## config.mk

```make
export PLATFORM = sky130hd
export DESIGN_NAME = minterm_sweep_gen_flat
export DESIGN_NICKNAME = d
export VERILOG_FILES = /design/src/rtl/minterm_sweep_if.sv /design/src/rtl/minterm_sweep_gen.sv /design/src/flat_wrapper.sv
export SDC_FILE = /design/constraint.sdc
export NUM_CORES = 1
export LEC_CHECK = 0
export CAP_MARGIN = 20
export CORE_MARGIN = 2
export CORE_UTILIZATION = 46
export CTS_BUF_LIST = sky130_fd_sc_hd__clkbuf_2 sky130_fd_sc_hd__clkbuf_4 sky130_fd_sc_hd__clkbuf_8
export DETAILED_ROUTE_END_ITERATION = 8
export PLACE_DENSITY = 0.82
export SLEW_MARGIN = 20
export SYNTH_ARGS = -nofsm -noshare
export SYNTH_HDL_FRONTEND = slang
export SYNTH_SLANG_ARGS = --single-unit
```

## constraint.sdc

```tcl
create_clock -name clk -period 1.5 [get_ports clk]
set_input_delay 0.225 -clock clk [delete_from_list [all_inputs] [get_ports clk]]
set_output_delay 0.225 -clock clk [all_outputs]
set_load 0.1 [all_outputs]
```

## src/rtl/minterm_sweep_if.sv

```systemverilog
// Handshake bundle between the minterm sweep sequencer and whatever drives it.
// master: control side (start/loop/hold in, select/status out).
// slave : the sequencer itself.
interface minterm_sweep_if;
  logic       start;
  logic       loop;
  logic       hold;
  logic       a;
  logic       b;
  logic       c;
  logic [2:0] step_idx;
  logic       valid;
  logic       busy;
  logic       done;

  modport master (
    output start, loop, hold,
    input  a, b, c, step_idx, valid, busy, done
  );

  modport slave (
    input  start, loop, hold,
    output a, b, c, step_idx, valid, busy, done
  );
endinterface

```

## src/rtl/minterm_sweep_gen.sv

```systemverilog
// Minterm sweep sequencer: walks the a/b/c selects of the downstream 3-to-8
// decoder through all eight codes, each held for DWELL cycles.
// Build option: define SWEEP_GRAY_EN to emit the codes in Gray order
// (one select bit toggles per step); otherwise codes follow step_idx in binary.
//
// state  | meaning
// S_IDLE | selects parked at 000, waiting for start
// S_RUN  | sweeping; code(step_idx) on a/b/c, dwell counter running
// S_DONE | one-cycle completion pulse, then back to idle
module minterm_sweep_gen #(
  parameter int DWELL = 100,
  parameter int CNT_W = 7
) (
  input logic               clk,
  input logic               rst,
  minterm_sweep_if.slave    sif
);

  typedef enum logic [1:0] {
    S_IDLE = 2'd0,
    S_RUN  = 2'd1,
    S_DONE = 2'd2
  } state_t;

  // DWELL may equal 2^CNT_W, so the terminal count is DWELL-1 truncated to CNT_W.
  localparam logic [CNT_W-1:0] C_TC = CNT_W'(DWELL - 1);

  state_t           r_state;
  state_t           w_state_nxt;
  logic [CNT_W-1:0] r_cnt;
  logic [CNT_W-1:0] w_cnt_nxt;
  logic [2:0]       r_idx;
  logic [2:0]       w_idx_nxt;
  logic [2:0]       r_abc;
  logic             r_valid;
  logic             r_busy;
  logic             r_done;

  function automatic logic [2:0] f_code(input logic [2:0] i_idx);
`ifdef SWEEP_GRAY_EN
    return i_idx ^ {1'b0, i_idx[2:1]};
`else
    return i_idx;
`endif
  endfunction

  // State, dwell counter and step index registers.
  always_ff @(posedge clk) begin
    if (rst) begin
      r_state <= S_IDLE;
      r_cnt   <= '0;
      r_idx   <= 3'd0;
    end else begin
      r_state <= w_state_nxt;
      r_cnt   <= w_cnt_nxt;
      r_idx   <= w_idx_nxt;
    end
  end

  // Next-state logic: dwell timing, step advance, wrap or finish.
  always_comb begin
    w_state_nxt = r_state;
    w_cnt_nxt   = r_cnt;
    w_idx_nxt   = r_idx;
    case (r_state)
      S_IDLE: begin
        w_cnt_nxt = '0;
        w_idx_nxt = 3'd0;
        if (sif.start) begin
          w_state_nxt = S_RUN;
        end
      end
      S_RUN: begin
        if (!sif.hold) begin
          if (r_cnt == C_TC) begin
            w_cnt_nxt = '0;
            if (r_idx != 3'd7) begin
              w_idx_nxt = r_idx + 3'd1;
            end else begin
              w_idx_nxt = 3'd0;
              if (!sif.loop) begin
                w_state_nxt = S_DONE;
              end
            end
          end else begin
            w_cnt_nxt = r_cnt + 1'b1;
          end
        end
      end
      S_DONE: begin
        w_cnt_nxt   = '0;
        w_idx_nxt   = 3'd0;
        w_state_nxt = S_IDLE;
      end
      default: begin
        w_cnt_nxt   = '0;
        w_idx_nxt   = 3'd0;
        w_state_nxt = S_IDLE;
      end
    endcase
  end

  // Outputs are registered from the next-state values so they line up with
  // the state they describe without any input-to-output combinational path.
  always_ff @(posedge clk) begin
    if (rst) begin
      r_abc   <= 3'b000;
      r_valid <= 1'b0;
      r_busy  <= 1'b0;
      r_done  <= 1'b0;
    end else begin
      r_abc   <= (w_state_nxt == S_RUN) ? f_code(w_idx_nxt) : 3'b000;
      r_valid <= (w_state_nxt == S_RUN);
      r_busy  <= (w_state_nxt == S_RUN);
      r_done  <= (w_state_nxt == S_DONE);
    end
  end

  assign sif.a        = r_abc[2];
  assign sif.b        = r_abc[1];
  assign sif.c        = r_abc[0];
  assign sif.step_idx = r_idx;
  assign sif.valid    = r_valid;
  assign sif.busy     = r_busy;
  assign sif.done     = r_done;

endmodule

```

## src/flat_wrapper.sv

```systemverilog
// flat-port wrapper written by rule: the top's interface ports become plain ports
module minterm_sweep_gen_flat 
#(
  parameter int DWELL = 100,
  parameter int CNT_W = 7
)
  (clk, rst, sif_start, sif_loop, sif_hold, sif_a, sif_b, sif_c, sif_step_idx, sif_valid, sif_busy, sif_done);
  minterm_sweep_if sif_i ();
  input logic clk;
  input logic rst;
  input wire logic [$bits(sif_i.start)-1:0] sif_start;
  input wire logic [$bits(sif_i.loop)-1:0] sif_loop;
  input wire logic [$bits(sif_i.hold)-1:0] sif_hold;
  output wire logic [$bits(sif_i.a)-1:0] sif_a;
  output wire logic [$bits(sif_i.b)-1:0] sif_b;
  output wire logic [$bits(sif_i.c)-1:0] sif_c;
  output wire logic [$bits(sif_i.step_idx)-1:0] sif_step_idx;
  output wire logic [$bits(sif_i.valid)-1:0] sif_valid;
  output wire logic [$bits(sif_i.busy)-1:0] sif_busy;
  output wire logic [$bits(sif_i.done)-1:0] sif_done;
  assign sif_i.start = sif_start;
  assign sif_i.loop = sif_loop;
  assign sif_i.hold = sif_hold;
  assign sif_a = sif_i.a;
  assign sif_b = sif_i.b;
  assign sif_c = sif_i.c;
  assign sif_step_idx = sif_i.step_idx;
  assign sif_valid = sif_i.valid;
  assign sif_busy = sif_i.busy;
  assign sif_done = sif_i.done;
  minterm_sweep_gen #(.DWELL(DWELL), .CNT_W(CNT_W)) u_core (.clk(clk), .rst(rst), .sif(sif_i));
endmodule
```

Word-level counts from Yosys, hierarchy flattened
Index checks and enable logic that the tools add are counted.
Widths: inputs -> output; s select.
{"block": "totals", "inputBits": 5, "output_inout_bits": 9, "regBits": 17}
{"block": "op_classes", "mux": 11, "n_eq_ne": 5, "bitwise": 2, "add_sub_neg": 2, "n_reduce_logical": 3}
{"cell": "$mux 3", "count": 4}
{"cell": "$mux 2", "count": 5}
{"cell": "$add 7x1->7 const B", "count": 1}
{"cell": "$eq 7x7->1 const B", "count": 1}
{"cell": "$mux 7", "count": 1}
{"cell": "$eq 2x1->1 const B", "count": 2}
{"cell": "$pmux 2 s2", "count": 1}
{"cell": "$reduce_or 2->1", "count": 2}
{"cell": "$add 3x1->3 const B", "count": 1}
{"cell": "$ne 3x3->1 const B", "count": 1}
{"cell": "$eq 2x2->1 const B", "count": 1}
{"cell": "$logic_not 2->1", "count": 1}
{"cell": "$not 1->1", "count": 2}

Longest topological paths before layout
Gate-level depths: netlist of run 1.
{"block": "logic_depth", "depth_word": 8, "depth_mapped": 5}

Worst setup path before layout of run 1
Ideal clock, no wire load.
{"block": "synth_timing", "path_type": "reg-to-reg", "start": "register u_core.r_idx[0] (netlist: u_core.sif.step_idx[0])", "end": "register u_core.r_abc[2]", "arrival_ns": 1.798, "path_stages_with_launch": 6, "setup_time_ns": 0.130, "synth_period_minus_slack_ns": 1.928, "path_slack_ns": -0.428, "cell_sequence": "dfxtp_1 > ha_1 > ha_1 > nor2b_1 > nand3b_1 > mux2i_1"}
{"block": "synth_via", "elab_chain_len": 8}
{"element": "start, declared", "line": "minterm_sweep_gen.sv:32", "source": "logic [2:0] r_idx;"}
{"element": "start signal, assigned", "line": "minterm_sweep_gen.sv:56", "source": "r_idx <= w_idx_nxt;"}
{"element": "$ne 3x3->1", "line": "minterm_sweep_gen.sv:77", "source": "if (r_idx != 3'd7) begin"}
{"element": "$mux 2", "line": "minterm_sweep_gen.sv:77"}
{"element": "$mux 2", "line": "minterm_sweep_gen.sv:75", "source": "if (r_cnt == C_TC) begin"}
{"element": "$mux 2", "line": "minterm_sweep_gen.sv:74", "source": "if (!sif.hold) begin"}
{"element": "$pmux 2 s2", "line": "minterm_sweep_gen.sv:65", "source": "case (r_state)"}
{"element": "$eq 2x1->1", "line": "minterm_sweep_gen.sv:112", "source": "r_abc <= (w_state_nxt == S_RUN) ? f_code(w_idx_nxt) : 3'b000;"}
{"element": "$not 1->1 (no line)"}
{"element": "$reduce_or 2->1 (no line)"}
{"element": "end signal, assigned", "line": "minterm_sweep_gen.sv:112"}
{"element": "end, declared", "line": "minterm_sweep_gen.sv:34", "source": "logic [2:0] r_abc;"}
Parallel ways exist; a longest one is shown, timed or not.
A chain may end at the register's enable or synchronous reset.

Worst setup path in the final report of run 1
{"block": "layout_timing", "start": "register u_core.r_cnt[6]", "end": "register u_core.r_abc[0]"}
{"block": "layout_via", "elab_chain_len": 7}
{"element": "start, declared", "line": "minterm_sweep_gen.sv:30", "source": "logic [CNT_W-1:0] r_cnt;"}
{"element": "start signal, assigned", "line": "minterm_sweep_gen.sv:55", "source": "r_cnt <= w_cnt_nxt;"}
{"element": "$eq 7x7->1 (*)", "line": "minterm_sweep_gen.sv:75"}
{"element": "$mux 2", "line": "minterm_sweep_gen.sv:75"}
{"element": "$mux 2", "line": "minterm_sweep_gen.sv:74"}
{"element": "$pmux 2 s2", "line": "minterm_sweep_gen.sv:65"}
{"element": "$eq 2x1->1", "line": "minterm_sweep_gen.sv:112"}
{"element": "$not 1->1 (no line)"}
{"element": "$reduce_or 2->1 (no line)"}
Mark *: on every way between the ends. The rest lies on a longest branch, timed or not.

==> results.toml, run 1 <==
[status]
status = "finished, final reports clean"

[hold_path]
hold_start = "u_core.r_cnt[6]$_SDFFE_PP0N_"
min_path_type = "flip-flop to flip-flop"

[cts]
clkTransAtPathRegs_ps = 90
cts_tree = "built"
cts_sinks = 17
root_buffer = "clkbuf_4"
holdBufCountCts = 0
clk_latency_ps = 280
cts_max_path_buffers = 2
numCtsBuffers = 3
cts-htree-levels = 1

[finish]
diodes = 0
area_growth_pct = 53.1
nets = 102
layoutNonFillerInstCount = 109
drive_gt1_share_pct = 39.8

[sta]
fin_ws_ps = 37.0
rsz0062_at_grt = "false"
fin_skew_ps = 1.52
fmax_mhz = 684
finalCriticalPeriod_ps = 1460
fin_crit_sh_pct = 97.5
final-setup-viol-count = 0
hold_viol = 0
slew_viol_final = 0
tightest_slew_ps = 299
relSlewSlack_pct = 79.8

[floorplanning]
die_h_um = 42.9
initial_utilization_pct = 47.9
pin_count = 14
core-area_mm2 = 0.00145
die_w_um = 42.9
dieArea_mm2 = 0.00184
num_rows = 14

[global_route]
antenna_found_initial = 0
grt_pass1_wl_mm = 2.40
grt.total_usage_pct = 17.1
grt_pass1_vias = 604
grt-ovfl-total = 0
grt_max_degree = 10

[critical_path]
worstPathRequired_ps = 1720
startpoint = "u_core.r_cnt[6]$_SDFFE_PP0N_"
crit_chain = "or3b_4, or4_4, a21boi_2"
cp-start-kind = "flip-flop"
cp_max_fo = 3
slowest_stage = "or4_4"
critical_path_class = "flip-flop to flip-flop"
crit-reg2reg-launch = "u_core.r_cnt[6]$_SDFFE_PP0N_"
cp_slowest_stage_delay_ps = 550
crit_buf_inv = 0
arrival_ps = 1680
cp_top_family = "simple AND/OR/NAND/NOR gates"
end_kind = "flip-flop"

[placement]
place.detailed.hpwl_mm = 1.05
placed_cells = 105
portBuffers = 13
dp_slack_ps = -85.9
gp_congestion = 0.731

[yosys]
netlist_top_cells_count = "17 x dfxtp_1, 6 x nor2_1, 5 x mux2i_1, 5 x nand2_1, 4 x o21ai_0"
async_flop_share_pct = 0
synth_edf_count = 0
synth_fp_nets = 75
synth_top_area_share_pct = 48.8
postSynthCellCount = 67
ys_types = 23
yosysTopAreaCell = "dfxtp_1"
netlist_area_um2 = 697
ys_seq_area_share_pct = 48.8
ys_ff_latch = 17
yosys_warnings = 0
syn_avg_cell_area_um2 = 10.4
yosys_most_used_dff = "dfxtp_1"
synth.area.top_cells = "dfxtp_1 49%, mux2i_1 7.2%, ha_1 5.4%, xor2_1 3.8%, nor2_1 3.2%"
yosysMostFrequentCell = "dfxtp_1"

[drt]
routed_wl_mm = 1.30
wire_per_inst_um = 11.9
first_pass_iters = 3
viasPerCell = 5.23
drcViolationCount = 0
dr.first_iter.drc_count = 9
vias = 570
ant_nets = 0

[job]
maxCapViolCount = 0

[pwr]
power.leakage_nw = 0.404
worst_ir_drop_vdd_uv = 504
power_mw = 0.787
p_per_area_mw_per_mm2 = 737
## path summary, 6_finish.rpt
kind                             endpoint  slack (ps)  depth (start not counted)
max reg2reg    u_core.r_abc[0]$_SDFF_PP0_          40                          3
max            u_core.r_abc[0]$_SDFF_PP0_          40                          3
min          u_core.r_cnt[6]$_SDFFE_PP0N_         490                          2
min reg2reg  u_core.r_cnt[6]$_SDFFE_PP0N_         490                          2
## tightest hold or removal path, delay by kind of cell, from the launching register on
family | cells | cell delay (ps)
flops | 1 | 330
compound gates | 2 | 130
## stage by stage
stage / cell area (um^2) / util [%] / hold WS [ps] / TNS (ps)
floorplan: 722 / - / 366 / 0
global placement: 1030 / 70.8 / 458 / -118
detailed placement: 1030 / 70.8 / 485 / -545
CTS: 1060 / 72.9 / 499 / 0
global route: 1070 / 73.4 / 511 / 0
finish: 1070 / 73.4 / 489 / 0
## power breakdown
group | internal, mW | switching, mW
combinational | 0.0363 | 0.0432
sequential | 0.453 | 0.00579
clock | 0.121 | 0.127
## per-layer routing
metal	vias up	global-route usage [%]	routed length, um
met3	2	2.55	57
li1	295	-	-
met4	0	7.50	10
met2	11	31.2	711
met1	262	19.1	522
met5	-	0	0
## state kept, by name, summed over array words and instances (netlist names)
register,flops
u_core.sif.valid,1
u_core.sif.step_idx,3
u_core.sif.done,1
u_core.r_abc,3
u_core.r_state,2
u_core.r_cnt,7
## placed cells by master, fill, tap and decap left out, types with 3 or more instances in the layout
cell type,n
buf_4,10
clkdlybuf4s50_1,4
xor2_1,3
nor2_1,6
mux2i_1,5
o21ai_0,4
dfxtp_2,5
clkbuf_4,4
nand2_1,5
dfxtp_1,10
buf_12,9
## area by class of cell
cell class	count	area, um^2
repair buffers	23	295
clock buffers	4	30.0
flip-flops and latches	17	354
well taps	16	20.0
fillers	109	387
multi-input cells	49	368
## repair_timing
item	4_1_cts	5_1_grt
buffers inserted	0	0
gates resized for setup	0	4
setup endpoints to repair	0	6
## cell families (layout without fill, tap and decap cells)
logic type	count (synthesis)	in the layout	share of synthesized area, %
and+or+nand+nor	26	26	23.5
DFF	17	17	48.8
AOI/OAI and AO/OA	11	11	8.98
muxes	5	5	7.18
xor gates and xnor gates	4	4	5.03
adders and majority gates	3	3	5.39
buffers and inverters	1	27	1.08
No activity file was read; power rests on OpenSTA's default activity.
==> run 2: changes to the inputs <==
--- a/config.mk
+++ b/config.mk
@@ -5,12 +5,12 @@
 export SDC_FILE = /design/constraint.sdc
 export NUM_CORES = 1
 export LEC_CHECK = 0
-export CAP_MARGIN = 20
 export CORE_MARGIN = 2
 export CORE_UTILIZATION = 46
 export CTS_BUF_LIST = sky130_fd_sc_hd__clkbuf_2 sky130_fd_sc_hd__clkbuf_4 sky130_fd_sc_hd__clkbuf_8
 export DETAILED_ROUTE_END_ITERATION = 8
 export PLACE_DENSITY = 0.82
+export SKIP_CTS_REPAIR_TIMING = 1
 export SLEW_MARGIN = 20
 export SYNTH_ARGS = -nofsm -noshare
 export SYNTH_HDL_FRONTEND = slang
==> results of run 2 <==
Same layout as run 1: the final DEF is identical, and so are final timing and power.
